**config.mk**
```make
export PLATFORM = sky130hd
export DESIGN_NAME = apb_cmd_master
export DESIGN_NICKNAME = d
export VERILOG_FILES = /design/src/rtl/apb_cmd_master.sv
export SDC_FILE = /design/constraint.sdc
export NUM_CORES = 1
export LEC_CHECK = 0
export ABC_AREA = 1
export BUFFER_PORTS_ARGS = -buffer_cell sky130_fd_sc_hd__buf_2
export CAP_MARGIN = 20
export CORE_AREA = 8 8 72 74
export DETAILED_ROUTE_END_ITERATION = 12
export DIE_AREA = 0 0 80 82
export PLACE_DENSITY = 0.76
export SKIP_CTS_REPAIR_TIMING = 1
export SYNTH_ARGS = -nofsm -noshare
export SYNTH_HDL_FRONTEND = slang
export SYNTH_SLANG_ARGS = --single-unit
```
**constraint.sdc**
```tcl
create_clock -name PCLK -period 2.2 [get_ports PCLK]
set_input_delay 0.22 -clock PCLK [delete_from_list [all_inputs] [get_ports PCLK]]
set_output_delay 0.22 -clock PCLK [all_outputs]
set_load 0.005 [all_outputs]
```
**src/rtl/apb_cmd_master.sv**
```systemverilog
// apb_cmd_master: single-outstanding APB3 initiator.
// Turns a valid/ready command stream into APB transfers with a response.
module apb_cmd_master #(
   parameter int ADDR_WIDTH     = 5,
   parameter int DATA_WIDTH     = 8,
   parameter int TIMEOUT_CYCLES = 255
) (
   input  logic                  PCLK,
   input  logic                  PRESETN,
   input  logic                  req_valid,
   output logic                  req_ready,
   input  logic                  req_write,
   input  logic [ADDR_WIDTH-1:0] req_addr,
   input  logic [DATA_WIDTH-1:0] req_wdata,
   output logic                  rsp_valid,
   input  logic                  rsp_ready,
   output logic [DATA_WIDTH-1:0] rsp_rdata,
   output logic                  rsp_err,
   output logic                  rsp_timeout,
   output logic                  busy,
   output logic                  PSEL,
   output logic                  PENABLE,
   output logic                  PWRITE,
   output logic [ADDR_WIDTH-1:0] PADDR,
   output logic [DATA_WIDTH-1:0] PWDATA,
   input  logic [DATA_WIDTH-1:0] PRDATA,
   input  logic                  PREADY,
   input  logic                  PSLVERR
);

   localparam int CW = (TIMEOUT_CYCLES > 0) ?
                       $clog2(TIMEOUT_CYCLES + 1) : 1;
   localparam bit TO_EN = (TIMEOUT_CYCLES != 0);
   localparam logic [CW-1:0] C_TO  = CW'(TIMEOUT_CYCLES);
   localparam logic [CW-1:0] C_MAX = {CW{1'b1}};

   typedef enum logic [1:0] {
      S_IDLE,
      S_SETUP,
      S_ACCESS,
      S_RESP
   } state_t;

   state_t                r_state;
   state_t                w_state;
   logic                  r_req_ready, w_req_ready;
   logic                  r_rsp_valid, w_rsp_valid;
   logic [DATA_WIDTH-1:0] r_rsp_rdata, w_rsp_rdata;
   logic                  r_rsp_err, w_rsp_err;
   logic                  r_rsp_to, w_rsp_to;
   logic                  r_busy, w_busy;
   logic                  r_psel, w_psel;
   logic                  r_penable, w_penable;
   logic                  r_pwrite, w_pwrite;
   logic [ADDR_WIDTH-1:0] r_paddr, w_paddr;
   logic [DATA_WIDTH-1:0] r_pwdata, w_pwdata;
   logic [CW-1:0]         r_cnt, w_cnt;
   logic [CW-1:0]         w_cnt_inc;

   always_comb begin
      w_state     = r_state;
      w_req_ready = r_req_ready;
      w_rsp_valid = r_rsp_valid;
      w_rsp_rdata = r_rsp_rdata;
      w_rsp_err   = r_rsp_err;
      w_rsp_to    = r_rsp_to;
      w_busy      = r_busy;
      w_psel      = r_psel;
      w_penable   = r_penable;
      w_pwrite    = r_pwrite;
      w_paddr     = r_paddr;
      w_pwdata    = r_pwdata;
      w_cnt       = r_cnt;
      // saturating wait counter, never wraps
      w_cnt_inc   = (r_cnt == C_MAX) ? r_cnt : r_cnt + CW'(1);
      unique case (r_state)
         S_IDLE: begin
            if (req_valid && r_req_ready) begin
               w_state     = S_SETUP;
               w_req_ready = 1'b0;
               w_busy      = 1'b1;
               w_psel      = 1'b1;
               w_pwrite    = req_write;
               w_paddr     = req_addr;
               w_pwdata    = req_wdata;
               w_cnt       = '0;
            end
         end
         S_SETUP: begin
            w_state   = S_ACCESS;
            w_penable = 1'b1;
         end
         S_ACCESS: begin
            if (PREADY) begin
               w_state     = S_RESP;
               w_psel      = 1'b0;
               w_penable   = 1'b0;
               w_rsp_valid = 1'b1;
               w_rsp_rdata = r_pwrite ? '0 : PRDATA;
               w_rsp_err   = PSLVERR;
               w_rsp_to    = 1'b0;
            end else begin
               w_cnt = w_cnt_inc;
               if (TO_EN && (w_cnt_inc == C_TO)) begin
                  w_state     = S_RESP;
                  w_psel      = 1'b0;
                  w_penable   = 1'b0;
                  w_rsp_valid = 1'b1;
                  w_rsp_rdata = '0;
                  w_rsp_err   = 1'b1;
                  w_rsp_to    = 1'b1;
               end
            end
         end
         S_RESP: begin
            if (rsp_ready) begin
               w_state     = S_IDLE;
               w_rsp_valid = 1'b0;
               w_req_ready = 1'b1;
               w_busy      = 1'b0;
               w_cnt       = '0;
            end
         end
         default: begin
            w_state = S_IDLE;
         end
      endcase
   end

   always_ff @(posedge PCLK) begin
      if (!PRESETN) begin
         r_state     <= S_IDLE;
         r_req_ready <= 1'b1;
         r_rsp_valid <= 1'b0;
         r_rsp_rdata <= '0;
         r_rsp_err   <= 1'b0;
         r_rsp_to    <= 1'b0;
         r_busy      <= 1'b0;
         r_psel      <= 1'b0;
         r_penable   <= 1'b0;
         r_pwrite    <= 1'b0;
         r_paddr     <= '0;
         r_pwdata    <= '0;
         r_cnt       <= '0;
      end else begin
         r_state     <= w_state;
         r_req_ready <= w_req_ready;
         r_rsp_valid <= w_rsp_valid;
         r_rsp_rdata <= w_rsp_rdata;
         r_rsp_err   <= w_rsp_err;
         r_rsp_to    <= w_rsp_to;
         r_busy      <= w_busy;
         r_psel      <= w_psel;
         r_penable   <= w_penable;
         r_pwrite    <= w_pwrite;
         r_paddr     <= w_paddr;
         r_pwdata    <= w_pwdata;
         r_cnt       <= w_cnt;
      end
   end

   assign req_ready   = r_req_ready;
   assign rsp_valid   = r_rsp_valid;
   assign rsp_rdata   = r_rsp_rdata;
   assign rsp_err     = r_rsp_err;
   assign rsp_timeout = r_rsp_to;
   assign busy        = r_busy;
   assign PSEL        = r_psel;
   assign PENABLE     = r_penable;
   assign PWRITE      = r_pwrite;
   assign PADDR       = r_paddr;
   assign PWDATA      = r_pwdata;

endmodule

```
# [After elaboration in Yosys (flattened, before gate mapping)]
# Cells that the tools add are included.
[totals] ff_bits=39 in_bits=28 elab_cells=67
[op_classes] add_sub_neg=1 eq_ne=9 n_mux=28 reduce_logical=16
[ops] operator="$mux W8" n=7
[ops] operator="$pmux W8 S3" n=1
[ops] operator="$eq A8 B8 Y1 const B" n=2
[ops] operator="$reduce_and A3 Y1" n=4
[ops] operator="$mux W1" n=10
[ops] operator="$pmux W1 S2" n=5
[ops] operator="$reduce_bool A2 Y1" n=5
[ops] operator="$add A8 B1 Y8 const B" n=1
[ops] operator="$mux W2" n=4
[ops] operator="$pmux W2 S4" n=1
[ops] operator="$ne A2 B2 Y1 const B" n=3
[ops] operator="$reduce_and A2 Y1" n=3
[ops] operator="$eq A2 B2 Y1 const B" n=2
[ops] operator="$reduce_and A4 Y1" n=1
[ops] operator="$ne A3 B3 Y1 const B" n=1
[ops] operator="$reduce_bool A3 Y1" n=1
[ops] operator="$eq A2 B1 Y1 const B" n=1
[ops] operator="$logic_not A2 Y1" n=1
[ops] operator="$logic_and A1 B1 Y1" n=1

# [Logic depth before layout (Yosys ltp)]
[depth] depth_word=6 mapped_depth=14 depth_no_buf=13

# [Worst setup path after synthesis]
# OpenSTA, ideal clock, no wires.
[synth_timing] path_kind="flip-flop to flip-flop" from="register r_cnt[0]" to="register r_rsp_rdata[6], in the netlist rsp_rdata[6]" setup_ns=0.113 t_arrival_ns=1.644 required_ns=2.087 setup_slack_ns=0.443 stages_incl_launch_ff=14 n_path_buf=1 cell_sequence="dfxtp_1 > ha_1 > inv_1 > nor2_4 > nand3_1 > nand2_2 > nand2_2 > nor2_4 > nand3_4 > nand2_4 > buf_12 > nand3_2 > nand2_1 > nor2_2"
[synth_between] elab_chain_len=5 word_cells_on_any_way=6 cone_classes="1 x add/sub; 2 x eq/ne; 1 x mux; 2 x reduce/logical"
[synth_lines] element="from (decl)" line_no="57" source="logic [CW-1:0] r_cnt, w_cnt;"
[synth_lines] element="from (signal assigned)" line_no="158" source="r_cnt <= w_cnt;"
[synth_lines] element="$add A8 B1 Y8 / $eq A8 B8 Y1 (equally long branches)" line_no="75" source="w_cnt_inc = (r_cnt == C_MAX) ? r_cnt : r_cnt + CW'(1);"
[synth_lines] element="$mux W8 *" line_no="75"
[synth_lines] element="$eq A8 B8 Y1 *" line_no="104" source="if (TO_EN && (w_cnt_inc == C_TO)) begin"
[synth_lines] element="$reduce_bool A2 Y1 (no line) *"
[synth_lines] element="$reduce_and A2 Y1 (no line) *"
[synth_lines] element="to (signal assigned)" line_no="149" source="r_rsp_rdata <= w_rsp_rdata;"
[synth_lines] element="to (decl)" line_no="48" source="logic [DATA_WIDTH-1:0] r_rsp_rdata, w_rsp_rdata;"
# Mark *: on every way between the ends. The rest lies on a longest branch, timed or not.
# A chain may end at the register's enable or synchronous reset.

# [Worst setup path after layout]
[layout_timing] from="register r_cnt[0]" to="register r_rsp_rdata[3], in the netlist rsp_rdata[3]"
# The elaborated chain is that of the path after synthesis.

==> impl_metrics.ini <==
[timing]
fmax_mhz = 517.9
rsz0062_at_grt = no
relSlewSlack_pct = 64.49
min_period_over_period_pct = 87.77
setup_viol = 0
skew_ns = 0.004429
drv_slew = 0
fin_tns_setup_ns = 0
min_period_ns = 1.931
hold_viol = 0
worst_pin_slew_ns = 0.5307

[detailed_routing]
drt_wl_total_mm = 4.562
drt-initial-drc-count = 102
drtPass1Iterations = 4
vias_per_cell = 4.936
route.detailed.drc = 0
wl_per_cell_um = 12.13
vias = 1856
antenna_left = 0

[logic_synthesis]
yosysMostFrequentCell = nand2_1
synth_compound_area_share_pct = 14.70
synth-seq-cells = 39
synth.mux.area_fraction_pct = 0
synthTopCellsByCount = nand2_1, dfxtp_1, a21oi_1
syn_area_per_cell_sq_um = 7.446
synth_top_area_share_pct = 39.72
yosysUniqueCellTypes = 29
synth_seq_area_share_pct = 39.72
synthXorXnorAreaFrac_pct = 0.4456
synth_top_family_by_area = simple AND/OR/NAND/NOR gates
synthTopCellsByArea = dfxtp_1, nand2_1, a21oi_1, a21oi_2, nand3_1
synthAdderAreaFrac_pct = 3.183
synth_edf_count = 0
async_flop_share_pct = 0
yosysTopAreaCell = dfxtp_1
yosysWarnings = 0
syn-cell-area_sq_um = 1966
syn_inst = 264
syn-num-nets = 297
synthSimpleGateAreaFrac_pct = 35.77
synthFlopType = dfxtp_1

[critical_path]
r2r_cells = 12
endpoint = rsp_rdata[3]
critical_path_class = flop to flop
cpMaxStageDelayCell = dfxtp_1
path_cells = ha_1 -> inv_1 -> nor2_4 -> nand3_1 -> nand2_2 -> nand2_2 -> nor2_4 -> nand3_4 -> nand2_4 -> nand3_1 -> nand2_1 -> nor2_1
critPathLaunchType = flop
cp-end-kind = flop
r2r_setup_slack_ns = 0.27
cp_num_buf_inv = 1
worstPathArrival_ns = 2.13
cp.required_ns = 2.40
cp_max_fo = 17
r2r_end = rsp_rdata[3]
cpPeakStageDelay_ns = 0.42
rr_startpoint = r_cnt[0]
cp-startpoint = r_cnt[0]
cp_top_family = simple AND/OR/NAND/NOR gates
path_depth = 12

[finish]
n_fill_cell = 389
drive_gt1_share_pct = 32.10
diodes = 0
syn_to_final_growth_pct = 21.26
nNetsFinal = 356

[place]
place_hpwl_mm = 3.325
portBuffers = 56
gp_congestion = 0.8502

[global_route]
overflow = 0
grt_max_degree = 27
grt_usage_pct = 14.71
first_global_vias = 1831
grt_pass1_wl_mm = 7.824
antenna_found_initial = 0

[floorplanning]
core-area_sq_um = 4144
fp.dieW_um = 80
dieArea_sq_um = 6560
die_h_um = 82
rows = 24
io_pins = 57
start_util_pct = 47.43

[clock_tree]
clkSinkCount = 39
cts_max_level = 2
clkLatencyLatePin_ns = 0.30
cts_made_buffers = 5
cts_buffer_depth = 2
cts_tree = built
clk_pin_slew_ns = 0.08
root_buffer = clkbuf_8

[min_path]
worstHoldStart = req_addr[1]
hp-class = primary input to flop

[pwr]
pwr_density_cell_nw_per_um2 = 984.8
p_leak_nw = 1.043
ir_drop_mv = 0.6323
finalPower_w = 0.002347

[outcome]
outcome = completed

[job]
drv_cap = 0
cells by family (layout without fill, tap and decap cells):
group,count (synthesis),in the layout
AND/OR/NAND/NOR,148,148
AO/OA/AOI/OAI,47,47
flip-flops,39,39
buffers and inverters,24,84
adder cells (fa/ha/maj),5,5
XOR/XNOR,1,1
tightest hold or removal path, stage by stage:
cell and delay (ns):
buf_2 0.09, nand2_1 0.05, a21oi_1 0.05
registers in the layout, indices dropped and copies added (netlist names):
signal and flops:
PSEL 1, r_state 2, PWRITE 1, rsp_timeout 1, rsp_rdata 8, r_cnt 8, PENABLE 1, PADDR 5
rsp_valid 1, PWDATA 8, busy 1, req_ready 1, rsp_err 1
how the worst min path moves through the flow:
stage | cells past startpoint | end
after floorplan | 2 | rsp_timeout
after global placement | 2 | rsp_timeout
after detailed placement | 2 | rsp_timeout
after CTS | 3 | PADDR[0]
after global routing | 3 | PWDATA[0]
final | 3 | PADDR[1]
power by group:
| part | switching, W | leakage (nW) | internal (W) |
|---|---|---|---|
| combinational | 0.000534 | 0.674 | 0.000337 |
| clock | 0.000262 | 0.0505 | 0.000285 |
| sequential | 0.0000829 | 0.318 | 0.000847 |
| total | 0.000879 | 1.04 | 0.00147 |
metrics by stage:
step / utilization (%) / hold WS, ns / setup WS [ns] / instances / instance area, sq um
3_5_place_dp: 55.01 / 0.4444 / 0.2974 / 368 / 2280
2_1_floorplan: - / 0.3432 / 0.4432 / 264 / 1966
3_3_place_gp: 55.01 / 0.4430 / 0.3347 / 368 / 2280
6_report: 57.52 / 0.1647 / 0.2690 / 376 / 2384
4_1_cts: 57.52 / 0.1572 / 0.2760 / 376 / 2384
5_1_grt: 57.52 / 0.1648 / 0.05416 / 376 / 2384
layer usage:
metal	vias up	wire length, um	global-route usage [%]
met3	7	359	6.455
met2	48	2091	23.52
met4	0	65	6.364
li1	977	-	-
met5	-	0	0
met1	824	2044	16.72
cells in the final DEF, fill, tap and decap left out, drive strengths merged:
cell type / synthesis / layout
inv: 15 / 15
dfxtp: 39 / 39
nand3: 20 / 20
nor3: 2 / 2
a31o: 1 / 1
and3: 1 / 1
clkbuf: 6 / 7
a21oi: 39 / 39
nand4: 3 / 3
ha: 5 / 5
clkinv: 1 / 1
clkinvlp: 0 / 1
o21bai: 1 / 1
buf: 2 / 60
nand2: 100 / 100
xnor2: 1 / 1
o21ai: 5 / 5
nor2: 22 / 22
o31ai: 1 / 1
cell type report:
class | instances | area [sq um] | area share [%]
multi-input combinational | 201 | 1064 | 44.62
timing repair buffer | 60 | 310.3 | 13.02
clock buffer | 7 | 96.34 | 4.042
inverter | 16 | 60.06 | 2.520
clock inverter | 1 | 7.507 | 0.3150
tap | 52 | 65.06 | 2.730
sequential | 39 | 780.7 | 32.76
(Power assumes the default switching activity.)
